$ cat config.mk
export PLATFORM = sky130hd
export DESIGN_NAME = spi_arbiter
export DESIGN_NICKNAME = d
export VERILOG_FILES = /design/src/rtl/spi_arbiter.sv
export SDC_FILE = /design/constraint.sdc
export NUM_CORES = 1
export LEC_CHECK = 0
export BUFFER_PORTS_ARGS = -buffer_cell sky130_fd_sc_hd__buf_2
export CELL_PAD_IN_SITES_DETAIL_PLACEMENT = 0
export CELL_PAD_IN_SITES_GLOBAL_PLACEMENT = 1
export CORE_MARGIN = 5
export CORE_UTILIZATION = 38
export CTS_CLUSTER_SIZE = 8
export DETAILED_ROUTE_END_ITERATION = 8
export PLACE_DENSITY_LB_ADDON = 0.1
export SLEW_MARGIN = 20
export SYNTH_ARGS = -nofsm -noshare
export SYNTH_HDL_FRONTEND = slang
export SYNTH_SLANG_ARGS = --single-unit
$ cat constraint.sdc
create_clock -name clk -period 3.85 [get_ports clk]
set_clock_uncertainty 0.15 [all_clocks]
set_input_delay 1.155 -clock clk [delete_from_list [all_inputs] [get_ports clk]]
set_output_delay 1.155 -clock clk [all_outputs]
set_load 0.01 [all_outputs]
$ cat src/rtl/spi_arbiter.sv
// Round-robin arbiter sharing one 16-bit SPI master between N_REQ requesters.
// Define SPI_ARB_TIMEOUT_EN to add the done watchdog and timeout_err output.
module spi_arbiter #(
    parameter int N_REQ          = 4,
    parameter int IDX_W          = 2,
    parameter int START_HOLD     = 40,
    parameter int GAP_CYCLES     = 8,
    parameter int TIMEOUT_CYCLES = 2048
) (
    input  logic                 clk,
    input  logic                 reset,
    input  logic [N_REQ-1:0]     req,
    input  logic [16*N_REQ-1:0]  tx_data,
    output logic [N_REQ-1:0]     grant,
    output logic [N_REQ-1:0]     done,
    output logic [15:0]          rx_data,
    output logic [IDX_W-1:0]     rx_owner,
    output logic                 busy,
    output logic                 spi_start,
    output logic [15:0]          spi_tx,
    input  logic [15:0]          spi_rx,
    input  logic                 spi_done
`ifdef SPI_ARB_TIMEOUT_EN
    ,
    output logic                 timeout_err
`endif
);

    typedef enum logic [2:0] {
        IDLE,
        START,
        WAIT_DONE,
        WAIT_LOW,
        GAP
    } state_t;

    localparam int CNT_MAX = (START_HOLD > GAP_CYCLES) ? START_HOLD : GAP_CYCLES;
    localparam int CNT_W   = $clog2(CNT_MAX + 1);

    localparam logic [CNT_W-1:0] HOLD_END = CNT_W'(START_HOLD - 1);
    localparam logic [CNT_W-1:0] GAP_END  = CNT_W'(GAP_CYCLES - 1);
    localparam logic [IDX_W-1:0] LAST_IDX = IDX_W'(N_REQ - 1);
    localparam logic [N_REQ-1:0] ONE      = N_REQ'(1);

    state_t state, state_n;

    logic [CNT_W-1:0] cnt;
    logic [IDX_W-1:0] ptr;
    logic [IDX_W-1:0] owner;
    logic [IDX_W-1:0] owner_nxt;
    logic [IDX_W-1:0] pick;
    logic             pick_vld;
    logic             done_m, done_s, done_d;
    logic             done_rise;
    logic             to_hit;
    logic             fin_ok;
    logic             fin_to;

    // spi_done comes from the divided-clock domain
    always_ff @(posedge clk or negedge reset) begin
        if (!reset) begin
            done_m <= 1'b0;
            done_s <= 1'b0;
            done_d <= 1'b0;
        end else begin
            done_m <= spi_done;
            done_s <= done_m;
            done_d <= done_s;
        end
    end

    assign done_rise = done_s & ~done_d;

    // Reverse scan so the lowest rotated offset from ptr wins
    always_comb begin
        int idx;
        pick     = ptr;
        pick_vld = 1'b0;
        idx      = 0;
        for (int k = N_REQ - 1; k >= 0; k--) begin
            idx = int'(ptr) + k;
            if (idx >= N_REQ) idx = idx - N_REQ;
            if (req[idx]) begin
                pick     = IDX_W'(idx);
                pick_vld = 1'b1;
            end
        end
    end

    assign owner_nxt = (owner == LAST_IDX) ? '0 : owner + 1'b1;

`ifdef SPI_ARB_TIMEOUT_EN
    localparam int TO_W = $clog2(TIMEOUT_CYCLES + 1);
    localparam logic [TO_W-1:0] TO_END = TO_W'(TIMEOUT_CYCLES - 1);

    logic [TO_W-1:0] tcnt;

    always_ff @(posedge clk or negedge reset) begin
        if (!reset) begin
            tcnt <= '0;
        end else if (state == WAIT_DONE || state == WAIT_LOW) begin
            tcnt <= tcnt + 1'b1;
        end else begin
            tcnt <= '0;
        end
    end

    assign to_hit = (state == WAIT_DONE || state == WAIT_LOW) &&
                    (tcnt == TO_END);
`else
    assign to_hit = 1'b0;
`endif

    assign fin_ok = (state == WAIT_DONE) && done_rise;
    assign fin_to = (state == WAIT_DONE) && to_hit && !done_rise;

    always_ff @(posedge clk or negedge reset) begin
        if (!reset) state <= IDLE;
        else        state <= state_n;
    end

    always_comb begin
        state_n = state;
        unique case (state)
            IDLE:      if (pick_vld)          state_n = START;
            START:     if (cnt == HOLD_END)   state_n = WAIT_DONE;
            WAIT_DONE: begin
                if (done_rise)                state_n = WAIT_LOW;
                else if (to_hit)              state_n = GAP;
            end
            WAIT_LOW:  if (!done_s || to_hit) state_n = GAP;
            GAP:       if (cnt == GAP_END)    state_n = IDLE;
            default:                          state_n = IDLE;
        endcase
    end

    always_ff @(posedge clk or negedge reset) begin
        if (!reset) begin
            cnt      <= '0;
            ptr      <= '0;
            owner    <= '0;
            grant    <= '0;
            done     <= '0;
            rx_data  <= '0;
            rx_owner <= '0;
            spi_tx   <= '0;
        end else begin
            done <= '0;
            if (state_n != state)
                cnt <= '0;
            else if (state == START || state == GAP)
                cnt <= cnt + 1'b1;

            if (state == IDLE && pick_vld) begin
                owner  <= pick;
                spi_tx <= tx_data[16*pick +: 16];
                grant  <= ONE << pick;
            end

            if (fin_ok || fin_to) begin
                done     <= ONE << owner;
                grant    <= '0;
                ptr      <= owner_nxt;
                rx_owner <= owner;
                rx_data  <= fin_ok ? spi_rx : 16'hFFFF;
            end
        end
    end

`ifdef SPI_ARB_TIMEOUT_EN
    always_ff @(posedge clk or negedge reset) begin
        if (!reset)     timeout_err <= 1'b0;
        else if (to_hit) timeout_err <= 1'b1;
    end
`endif

    assign busy      = (state != IDLE);
    assign spi_start = (state == START);

endmodule

Word-level counts from Yosys, hierarchy flattened
Cells that the tools add are included.

word-level totals
  register bits = 58
  input port bits = 87
  output and inout bits = 44
  word-level logic and storage cells = 85

cells by class
  $add $sub $neg = 9
  $lt $le $gt $ge = 8
  equal/unequal tests = 8
  shift-type cells = 3
  multiplexer cells = 36
  bitwise operators = 2
  reduce and logical (&&, ||, !) cells = 7

operators by type and width
  kind                                                          number
  less-than comparator 32 x 4 -> 1 bit (second input constant)  4
  two-way mux 32 bit                                            4
  variable part select 64 x 7 -> 16 bit                         1
  two-way mux 3 bit                                             5
  case mux 3 bit (5 select lines)                               1
  two-way mux 1 bit                                             12
  two-way mux 4 bit                                             3
  two-way mux 6 bit                                             2
  subtractor 3 x 3 -> 4 bit (second input constant)             3
  two-way mux 2 bit                                             5
  >= comparator 3 bit (second input constant)                   3
  binary-select mux 1 bit (select 2 bit)                        4
  left shift 1 x 2 -> 4 bit (first input constant)              2
  adder 2 x 2 -> 3 bit (second input constant)                  2
  adder 6 x 1 -> 6 bit (second input constant)                  1
  equality test 3 x 2 -> 1 bit (second input constant)          2
  equality test 6 x 3 -> 1 bit (second input constant)          1
  equality test 6 bit (second input constant)                   1
  nonzero test 2 bit                                            2
  subtractor 2 x 3 -> 4 bit (second input constant)             1
  adder 2 x 1 -> 3 bit (second input constant)                  1
  equality test 3 x 1 -> 1 bit (second input constant)          1
  equality test 3 bit (second input constant)                   1
  >= comparator 2 x 3 -> 1 bit (second input constant)          1
  9 further kinds                                               10

Logic depth before layout (Yosys ltp)
Gate-level depths: netlist of the first run.

  depth in word-level cells = 14
  gate-level depth with buffers = 8
  mapped depth without buffers = 6

Least setup slack after synthesis of the first run
Ideal clock, no wire load.

  path kind = input to register
  from = in req[0]
  to = reg spi_tx[0]
  setup time = 0.082 ns
  data arrival time = 2.299 ns
  path slack = 1.319 ns
  stages on the path = 6
  cell sequence = buf_6 -> nor2b_4 -> or4b_4 -> o311ai_4 -> a22oi_1 -> a31oi_1

on the way
  cells in the longest elaborated chain, start to end = 8
  elaborated cells between the ends (all ways) = 22
  classes of those cells = 1 x shift; 20 x mux; 1 x reduce/logical

RTL lines
  item                                                                               line      source
  start: declaration                                                                 12        input logic [N_REQ-1:0] req,
  binary-select mux 1 bit (select 2 bit)                                             83        if (req[idx]) begin
  two-way mux 1 bit (implied by the code) (2 in series)                              83
  two-way mux 2 bit / two-way mux 1 bit (equally long branches) (4 in series)        83
  variable part select 64 x 7 -> 16 bit / logical AND 1 bit (equally long branches)  156, 154
  end signal: assignment                                                             156       spi_tx <= tx_data[16*pick +: 16];
  end: declaration                                                                   20        output logic [15:0] spi_tx,

Parallel ways exist; a longest one is shown, timed or not. The select of a mux whose other input is x is not followed.
A chain may end at the register's enable or synchronous reset.

Final worst setup path of the first run
  from = in req[2]
  to = reg spi_tx[2]

The elaborated chain is that of the path after synthesis.

==> flow_metrics.env, run 1 <==
export IMPL_maxCapViolations=0
export IMPL_place_gp_congestion=0.821
export IMPL_grt_max_degree=29
export IMPL_relSlewSlack_pct=32.4
export IMPL_cp_end_kind="register"
export IMPL_synth_area_leaders="dfrtp_1, nand2_1, a22oi_1"
export IMPL_cts_buffer_depth=2
export IMPL_yosys_area_top_type_share_pct=44.9
export IMPL_start_util_pct=39.1
export IMPL_critPathRequiredTime_ns=3.95
export IMPL_n_antenna_cell=0
export IMPL_tns_ns=0
export IMPL_period_share_pct=71.3
export IMPL_irDropWorstVdd_mv=0.139
export IMPL_drc=0
export IMPL_viasPerCell=5.17
export IMPL_holdCritPathClass="reg2reg"
export IMPL_cp_cell_sequence="buf_2 -> nor3b_2 -> nor3_2 -> o31ai_1 -> a21o_1 -> a31oi_1"
export IMPL_ys_seq_area_share_pct=44.9
export IMPL_final_hold_violation_count=0
export IMPL_io_pins=131
export IMPL_ys_ff_latch=58
export IMPL_async_flop_share_pct=100
export IMPL_die_area_um2=10400
export IMPL_synth_largest_area_cell="dfrtp_1"
export IMPL_final_common_cell="buf_2"
export IMPL_timing_critical_path_buf_inv=1
export IMPL_cts_sinks=58
export IMPL_groute_usage_overall_pct=18.2
export IMPL_grt_overflow=0
export IMPL_clock_root_buffer="clkbuf_8"
export IMPL_wirelength_um=9320
export IMPL_place_ws_ns=0.768
export IMPL_wl_per_cell_um=16.4
export IMPL_multiInputGateArea_um2=1630
export IMPL_synthMuxAreaShare_pct=0.310
export IMPL_finalPower_uw=2070
export IMPL_leakagePower_uw=0.00187
export IMPL_criticalPathCategory="in2reg"
export IMPL_fin_ws_ns=1.10
export IMPL_syn_area_um2=3230
export IMPL_grt_pass1_vias=2933
export IMPL_yosysWarnings=0
export IMPL_p_per_area_nw_per_um2=505
export IMPL_cts_max_level=3
export IMPL_finalSetupViolCount=0
export IMPL_vias=2941
export IMPL_syn_avg_cell_area_um2=9.51
export IMPL_syn_to_final_growth_pct=26.6
export IMPL_synth_xor_area_share_pct=1.36
export IMPL_slew_violations=0
export IMPL_critPathMaxStageDelay_ns=0.77
export IMPL_ctsResizeCount=0
export IMPL_synth_edff_count=0
export IMPL_port_buffers=130
export IMPL_die_w_um=102
export IMPL_cts_buffers=9
export IMPL_seq_area_um2=1450
export IMPL_syn_nets=432
export IMPL_rsz0062_at_grt="no"
export IMPL_ys_types=52
export IMPL_drt_first_iter_violations=104
export IMPL_clock_fmax_mhz=364
export IMPL_cts_setup_buffers=0
export IMPL_status="finished, final reports clean"
export IMPL_insertion_delay_ns=0.33
export IMPL_drive_above_1_share_pct=36.4
export IMPL_worstPathArrival_ns=2.85
export IMPL_cp_top_family="simple AND/OR/NAND/NOR gates"
export IMPL_worst_pin_slew_ns=1.01
export IMPL_die_h_um=102
export IMPL_syn_inst=340
export IMPL_critPathMaxFanout=16
export IMPL_grt_pass1_wl_um=14900
export IMPL_cts_hold_buf=0
export IMPL_synth_simple_area_share_pct=23.7
export IMPL_synth_compound_area_share_pct=22.9
export IMPL_antenna_found_initial=0
export IMPL_num_rows=33
export IMPL_cts_clk_slew_worst_paths_ns=0.07
export IMPL_synthAdderAreaFrac_pct=1.94
export IMPL_drt_pass1_iterations=4
export IMPL_tritoncts="built"
export IMPL_detail_route_antenna_nets=0
export IMPL_synth_top_family_by_area="simple AND/OR/NAND/NOR gates"
export IMPL_period_minus_slack_ns=2.75
export IMPL_fin_util_pct=49.6
export IMPL_coreArea_um2=8260
export IMPL_synth_main_ff_cell="dfrtp_1"
export IMPL_fillCellCount=839
export IMPL_dp_hpwl_um=6920
export IMPL_critPathLaunchType="input pin"
export IMPL_final_nets=553
export IMPL_layout_common_cells="buf_2, nand2_1, dfrtp_1, nor2_1"
export IMPL_slowest_stage="nor3_2"
==> registers in the layout, summed over array words and instances (netlist names) <==
name	flops
rx_data	16
cnt	6
ptr	2
grant	4
owner	2
done_s	1
done_d	1
spi_tx	16
done_m	1
state	3
done	4
rx_owner	2
==> worst paths after layout <==
kind	cells past startpoint	slack, ns	end	start
setup / recovery	6	1.10	spi_tx[2]$_DFFE_PN0P_	req[2]
hold / removal	0	0.20	done_s$_DFF_PN0_	done_m$_DFF_PN0_
setup reg to reg	5	1.45	spi_tx[2]$_DFFE_PN0P_	ptr[0]$_DFFE_PN0P_
hold reg to reg	0	0.20	done_s$_DFF_PN0_	done_m$_DFF_PN0_
max in group asynchronous	2	2.16	spi_tx[3]$_DFFE_PN0P_	reset
min in group asynchronous	1	0.69	cnt[0]$_DFFE_PN0P_	reset
==> per-layer routing <==
metal | vias up | GRT usage (%) | wire length, um
met5 | - | 0 | 0
met4 | 0 | 8.17 | 191
met3 | 17 | 3.96 | 657
met2 | 108 | 27.5 | 4190
met1 | 1345 | 25.0 | 4290
li1 | 1471 | - | -
==> where the power goes <==
part	switching [uW]	internal (uW)
logic	380	296
clock network	231	278
registers	116	767
total	727	1340
==> Yosys cell counts, drive strengths merged, types with 3 or more instances <==
library cell and instances:
and2 4, a21o 11, clkbuf 6, dfrtp 58
nand3 4, a22oi 17, xor2 3, nor4 4
a31oi 17, and4 7, o31ai 10, nor2 31
a21oi 9, nor3 5, nand4 11, buf 18
ha 5, o31a 7, inv 6, o21ai 17
nand2 59, nand2b 10
==> cell families after synthesis <==
group,after synthesis
compound gates,96
flops,58
simple gates,145
mux,1
buf+inv,30
xor+xnor,5
fa+ha+maj,5
==> area by class of cell <==
type,count,share of cell area [%]
Multi-Input combinational cell,252,39.8
Sequential cell,58,35.5
Timing Repair Buffer,134,16.6
Clock buffer,12,4.04
Tap cell,105,3.21
Inverter,6,0.550
Clock inverter,2,0.306
==> metrics by stage <==
| stage | cell area, um^2 | std cells | hold slack [ns] |
|---|---|---|---|
| after floorplan | 3230 | 340 | 0.181 |
| after detailed placement | 3920 | 555 | 0.186 |
| after CTS | 4090 | 569 | 0.202 |
| after global placement | 3920 | 555 | 0.184 |
| after global routing | 4090 | 569 | 0.215 |
| final | 4090 | 569 | 0.199 |
No activity file was read; power rests on OpenSTA's default activity.
==> inputs of run 2 (changes only) <==
- CORE_UTILIZATION: 38 -> 32
- clock period: 3.85 -> 2.4 ns (I/O delays scaled with it)
==> run 2 against run 1 <==
Register-to-register slack worse by 1.2 ns. Sequential share of layout area is 2.6 points lower. Via count is 3.1% higher. Final cell count is 8.4% higher. Combinational power is 67% higher. Setup slack worse by 1.0 ns. First-iteration DRC count is 2.9% higher.
==> flow_metrics.env, run 2 (synthesis results as in run 1) <==
export IMPL_status="finished, final reports clean"
export IMPL_grt_overflow=0
export IMPL_endpoint="busy"
export IMPL_relSlewSlack_pct=26.6
export IMPL_grt_max_degree=59
export IMPL_viasPerCell=4.92
export IMPL_reg2reg_from="ptr[0]$_DFFE_PN0P_"
export IMPL_n_antenna_cell=0
export IMPL_power_internal_uw=2380
export IMPL_dp_hpwl_um=7030
export IMPL_hold_ws_ns=0.201
export IMPL_die_area_um2=12200
export IMPL_clock_root_buffer="clkbuf_8"
export IMPL_wl_per_cell_um=15.8
export IMPL_tritoncts="built"
export IMPL_placed_area_um2=4190
export IMPL_die_w_um=110
export IMPL_drive_above_1_share_pct=38.8
export IMPL_period_share_pct=95.6
export IMPL_holdCritPathClass="reg2reg"
export IMPL_drc=0
export IMPL_fin_util_pct=45.0
export IMPL_crit_path_start="state[1]$_DFF_PN0_"
export IMPL_final_nets=571
export IMPL_clock_fmax_mhz=436
export IMPL_cp_end_kind="output port"
export IMPL_p_per_area_nw_per_um2=813
export IMPL_worst_pin_slew_ns=1.10
export IMPL_r2r_end="spi_tx[1]$_DFFE_PN0P_"
export IMPL_wirelength_um=9760
export IMPL_maxCapViolations=0
export IMPL_worstPathArrival_ns=1.42
export IMPL_multiInputGateArea_um2=1630
export IMPL_critPathRequiredTime_ns=1.53
export IMPL_period_minus_slack_ns=2.29
export IMPL_pwr_share_seq_pct=39.2
export IMPL_detail_route_antenna_nets=0
export IMPL_cts_buffers=9
export IMPL_coreArea_um2=9820
export IMPL_seq_area_um2=1450
export IMPL_irDropWorstVdd_mv=0.412
export IMPL_cts_max_level=3
export IMPL_post_route_cell_area_um2=4410
export IMPL_power_frac_comb_pct=31.5
export IMPL_p_clk_share_pct=29.2
export IMPL_slew_violations=0
export IMPL_drt_pass1_iterations=4
export IMPL_groute_usage_overall_pct=15.9
export IMPL_syn_to_final_growth_pct=36.6
export IMPL_tns_ns=0
export IMPL_criticalPathCategory="reg2out"
export IMPL_vias=3033
export IMPL_num_rows=36
export IMPL_rrSetupSlack_ns=0.21
export IMPL_leakagePower_uw=0.00202
export IMPL_r2r_cells=5
export IMPL_cts_setup_buffers=0
export IMPL_cts_clk_slew_worst_paths_ns=0.07
export IMPL_insertion_delay_ns=0.34
export IMPL_cts_hold_buf=0
export IMPL_port_buffers=130
export IMPL_critPathLaunchType="register"
export IMPL_start_util_pct=32.9
export IMPL_critPathMaxFanout=10
export IMPL_cts_buffer_depth=2
export IMPL_switchingPower_uw=1210
export IMPL_final_common_cell="buf_2"
export IMPL_drt_first_iter_violations=107
export IMPL_place_gp_congestion=0.776
export IMPL_switching_share_pct=33.6
export IMPL_die_h_um=110
export IMPL_cts_sinks=58
export IMPL_holdCritStartpoint="done_m$_DFF_PN0_"
export IMPL_final_hold_violation_count=0
export IMPL_reg_top3="rx_data (16), spi_tx (16), cnt (6)"
export IMPL_fillCellCount=1032
export IMPL_grt_pass1_vias=3131
export IMPL_layout_common_cells="buf_2, nand2_1, dfrtp_1, nor2_1"
export IMPL_grt_pass1_wl_um=15900
export IMPL_antenna_found_initial=0
export IMPL_rsz0062_at_grt="no"
export IMPL_ctsResizeCount=0
export IMPL_finalSetupViolCount=0
export IMPL_io_pins=131
## run 2: cell types whose count changed in the layout (fill, tap and decap cells not counted)
cell | previous run | this run
clkbuf_1 | 0 | 1
buf_4 | 4 | 14
clkinv_4 | 0 | 1
buf_12 | 0 | 8
bufinv_16 | 0 | 2
clkinvlp_4 | 1 | 0
clkbuf_8 | 12 | 11
## run 2: through the flow
| step | setup WS (ns) | instances | total power (uW) |
|---|---|---|---|
| 2_1_floorplan | 0.304 | 340 | 2080 |
| 3_3_place_gp | -0.151 | 601 | 2570 |
| 3_5_place_dp | -0.169 | 601 | 2580 |
| 4_1_cts | 0.0867 | 617 | 3660 |
| 5_1_grt | 0.00743 | 617 | 3850 |
| 6_report | 0.106 | 617 | 3590 |
## run 2: power groups by stage
| stage | Combinational [uW] | Clock (uW) | Sequential, uW |
|---|---|---|---|
| after detailed placement | 1160 | 0 | 1420 |
| after global routing | 1280 | 1130 | 1440 |
| final | 1130 | 1050 | 1410 |
| after CTS | 1160 | 1090 | 1410 |
| after global placement | 1150 | 0 | 1420 |
| after floorplan | 605 | 0 | 1480 |
## run 2: how the worst min path moves through the flow
stage                             endpoint  slack [ns]  cells after the start
after detailed placement  done_s$_DFF_PN0_        0.19                      0
after CTS                 done_s$_DFF_PN0_        0.20                      0
after global routing      done_s$_DFF_PN0_        0.22                      0
after global placement    done_s$_DFF_PN0_        0.19                      0
after floorplan           done_s$_DFF_PN0_        0.18                      0
final                     done_s$_DFF_PN0_        0.20                      0
## run 2: layout make-up
class | instances | area share [%]
multi-input cells | 252 | 36.9
flip-flops and latches | 58 | 32.9
repair buffers | 152 | 20.7
well taps | 133 | 3.77
clock buffers | 12 | 3.51
clock inverters | 4 | 1.67
inverters | 6 | 0.510
## run 2: metal layers
metal	vias to the layer above	wire length, um	track usage, %
met5	-	0	0
met4	0	114	4.43
met3	12	778	5.47
met2	115	4440	25.0
met1	1396	4430	20.9
li1	1510	-	-
## run 2: critical path, cell delays in order (launching register included)
cell and delay, ns:
dfrtp_1 0.48, or3_4 0.44, buf_2 0.16
==> inputs of run 3 (changes only) <==
- CORE_MARGIN: 5 -> 10
==> run 3 against run 2 <==
Flip-flop and latch count unchanged. Total power down 7.7%. Design area fell by 2.8%. Count of clock-buffer cells in the layout shrank 1. Critical path depth did not move. Final cell count is 0.65% lower. Sequential power is essentially flat. Global-route usage down 1.3 points. Hold slack worse by 0.0086 ns. Non-clock buffer count down 2. Combinational power barely moved. Maximum frequency grew 3.0%. Highest routed layer is now met5.
==> flow_metrics.env, run 3 (synthesis results as in run 1) <==
export IMPL_slew_violations=0
export IMPL_io_pins=131
export IMPL_die_w_um=120
export IMPL_detail_route_antenna_nets=0
export IMPL_critPathMaxStageDelay_ns=0.47
export IMPL_layout_common_cells="buf_2, nand2_1, dfrtp_1, nor2_1"
export IMPL_clock_root_buffer="clkbuf_8"
export IMPL_syn_to_final_growth_pct=32.8
export IMPL_switchingPower_uw=1190
export IMPL_irDropWorstVdd_mv=0.273
export IMPL_clock_fmax_mhz=449
export IMPL_drt_first_iter_violations=122
export IMPL_placed_area_um2=4130
export IMPL_cts_max_level=3
export IMPL_rsz0062_at_grt="no"
export IMPL_tns_ns=0
export IMPL_criticalPathCategory="reg2out"
export IMPL_drive_above_1_share_pct=38.3
export IMPL_grt_overflow=0
export IMPL_fin_ws_ns=0.173
export IMPL_drc=0
export IMPL_critPathMaxFanout=8
export IMPL_finalSetupViolCount=0
export IMPL_timing_critical_path_buf_inv=1
export IMPL_vias=3023
export IMPL_cts_sinks=58
export IMPL_cp_end_kind="output port"
export IMPL_cts_buffer_depth=2
export IMPL_relSlewSlack_pct=31.1
export IMPL_wl_per_cell_um=16.9
export IMPL_viasPerCell=4.93
export IMPL_place_gp_congestion=0.780
export IMPL_final_hold_violation_count=0
export IMPL_p_clk_share_pct=23.6
export IMPL_post_route_cell_area_um2=4290
export IMPL_period_minus_slack_ns=2.23
export IMPL_grt_pass1_wl_um=17300
export IMPL_p_per_area_nw_per_um2=772
export IMPL_maxCapViolations=0
export IMPL_tritoncts="built"
export IMPL_status="finished, final reports clean"
export IMPL_critPathLaunchType="register"
export IMPL_slowest_stage="dfrtp_1"
export IMPL_leakagePower_uw=0.00196
export IMPL_groute_usage_overall_pct=14.7
export IMPL_reg_top3="rx_data (16), spi_tx (16), cnt (6)"
export IMPL_power_internal_uw=2120
export IMPL_drt_pass1_iterations=4
export IMPL_wirelength_um=10400
export IMPL_coreArea_um2=9820
export IMPL_final_nets=569
export IMPL_port_buffers=130
export IMPL_worstPathArrival_ns=1.36
export IMPL_die_area_um2=14500
export IMPL_insertion_delay_ns=0.33
export IMPL_final_common_cell="buf_2"
export IMPL_ctsResizeCount=0
export IMPL_start_util_pct=32.9
export IMPL_place_ws_ns=-0.0984
export IMPL_grt_max_degree=59
export IMPL_cts_setup_buffers=0
export IMPL_cts_clk_slew_worst_paths_ns=0.07
export IMPL_hold_ws_ns=0.193
export IMPL_pwr_share_seq_pct=42.1
export IMPL_antenna_found_initial=1
export IMPL_worst_pin_slew_ns=1.03
export IMPL_holdCritPathClass="reg2reg"
export IMPL_cts_buffers=9
export IMPL_die_h_um=120
export IMPL_num_rows=36
export IMPL_cp_top_family="flip-flops"
export IMPL_cts_hold_buf=0
export IMPL_critPathRequiredTime_ns=1.53
export IMPL_dp_hpwl_um=7720
export IMPL_period_share_pct=92.8
export IMPL_switching_share_pct=36.0
export IMPL_n_antenna_cell=0
export IMPL_cp_cell_sequence="or3_4 -> buf_2"
export IMPL_power_frac_comb_pct=34.4
export IMPL_fin_util_pct=43.7
export IMPL_grt_pass1_vias=3387
==> run 3: cell types whose count changed in the layout (fill, tap and decap cells not counted), sizes merged <==
cell	before	now
buf	152	150
bufinv	2	0
clkbuf	12	11
clkinvlp	0	1
==> run 3: area by class of cell <==
class / count / area [um^2]
clock buffer: 11 / 141
clock inverter: 3 / 17.5
fill: 1025 / 5530
inverter: 6 / 22.5
multi-input combinational: 252 / 1630
sequential: 58 / 1450
tap: 133 / 166
timing repair buffer: 150 / 863
==> run 3: stage by stage <==
step                      cells  total power, uW
final                       613             3310
after global routing        613             3590
after CTS                   613             3370
after detailed placement    599             2580
after global placement      599             2570
after floorplan             340             2080
==> run 3: final timing paths <==
path | startpoint | to | slack (ns) | depth (start not counted)
max in group asynchronous | reset | spi_tx[11]$_DFFE_PN0P_ | 1.58 | 2
setup reg to reg | ptr[0]$_DFFE_PN0P_ | spi_tx[6]$_DFFE_PN0P_ | 0.29 | 5
min in group asynchronous | reset | rx_data[4]$_DFFE_PN0P_ | 0.23 | 2
setup / recovery | state[2]$_DFF_PN0_ | busy | 0.17 | 2
hold / removal | done_m$_DFF_PN0_ | done_s$_DFF_PN0_ | 0.19 | 0
hold reg to reg | done_m$_DFF_PN0_ | done_s$_DFF_PN0_ | 0.19 | 0
==> run 3: power by group through the flow <==
stage	Clock (uW)	Sequential [uW]	Combinational [uW]
finish	781	1390	1140
global route	853	1430	1310
CTS	808	1400	1170
detailed placement	0	1410	1170
global placement	0	1400	1160
floorplan	0	1480	605
==> run 3: metal layers <==
metal / track usage (%) / share of wire [%] / vias up
met1: 17.6 / 44 / 1408
met3: 6.47 / 9.0 / 8
li1: - / - / 1502
met2: 23.3 / 46 / 103
met5: 0 / 0.068 / -
met4: 4.15 / 0.94 / 2
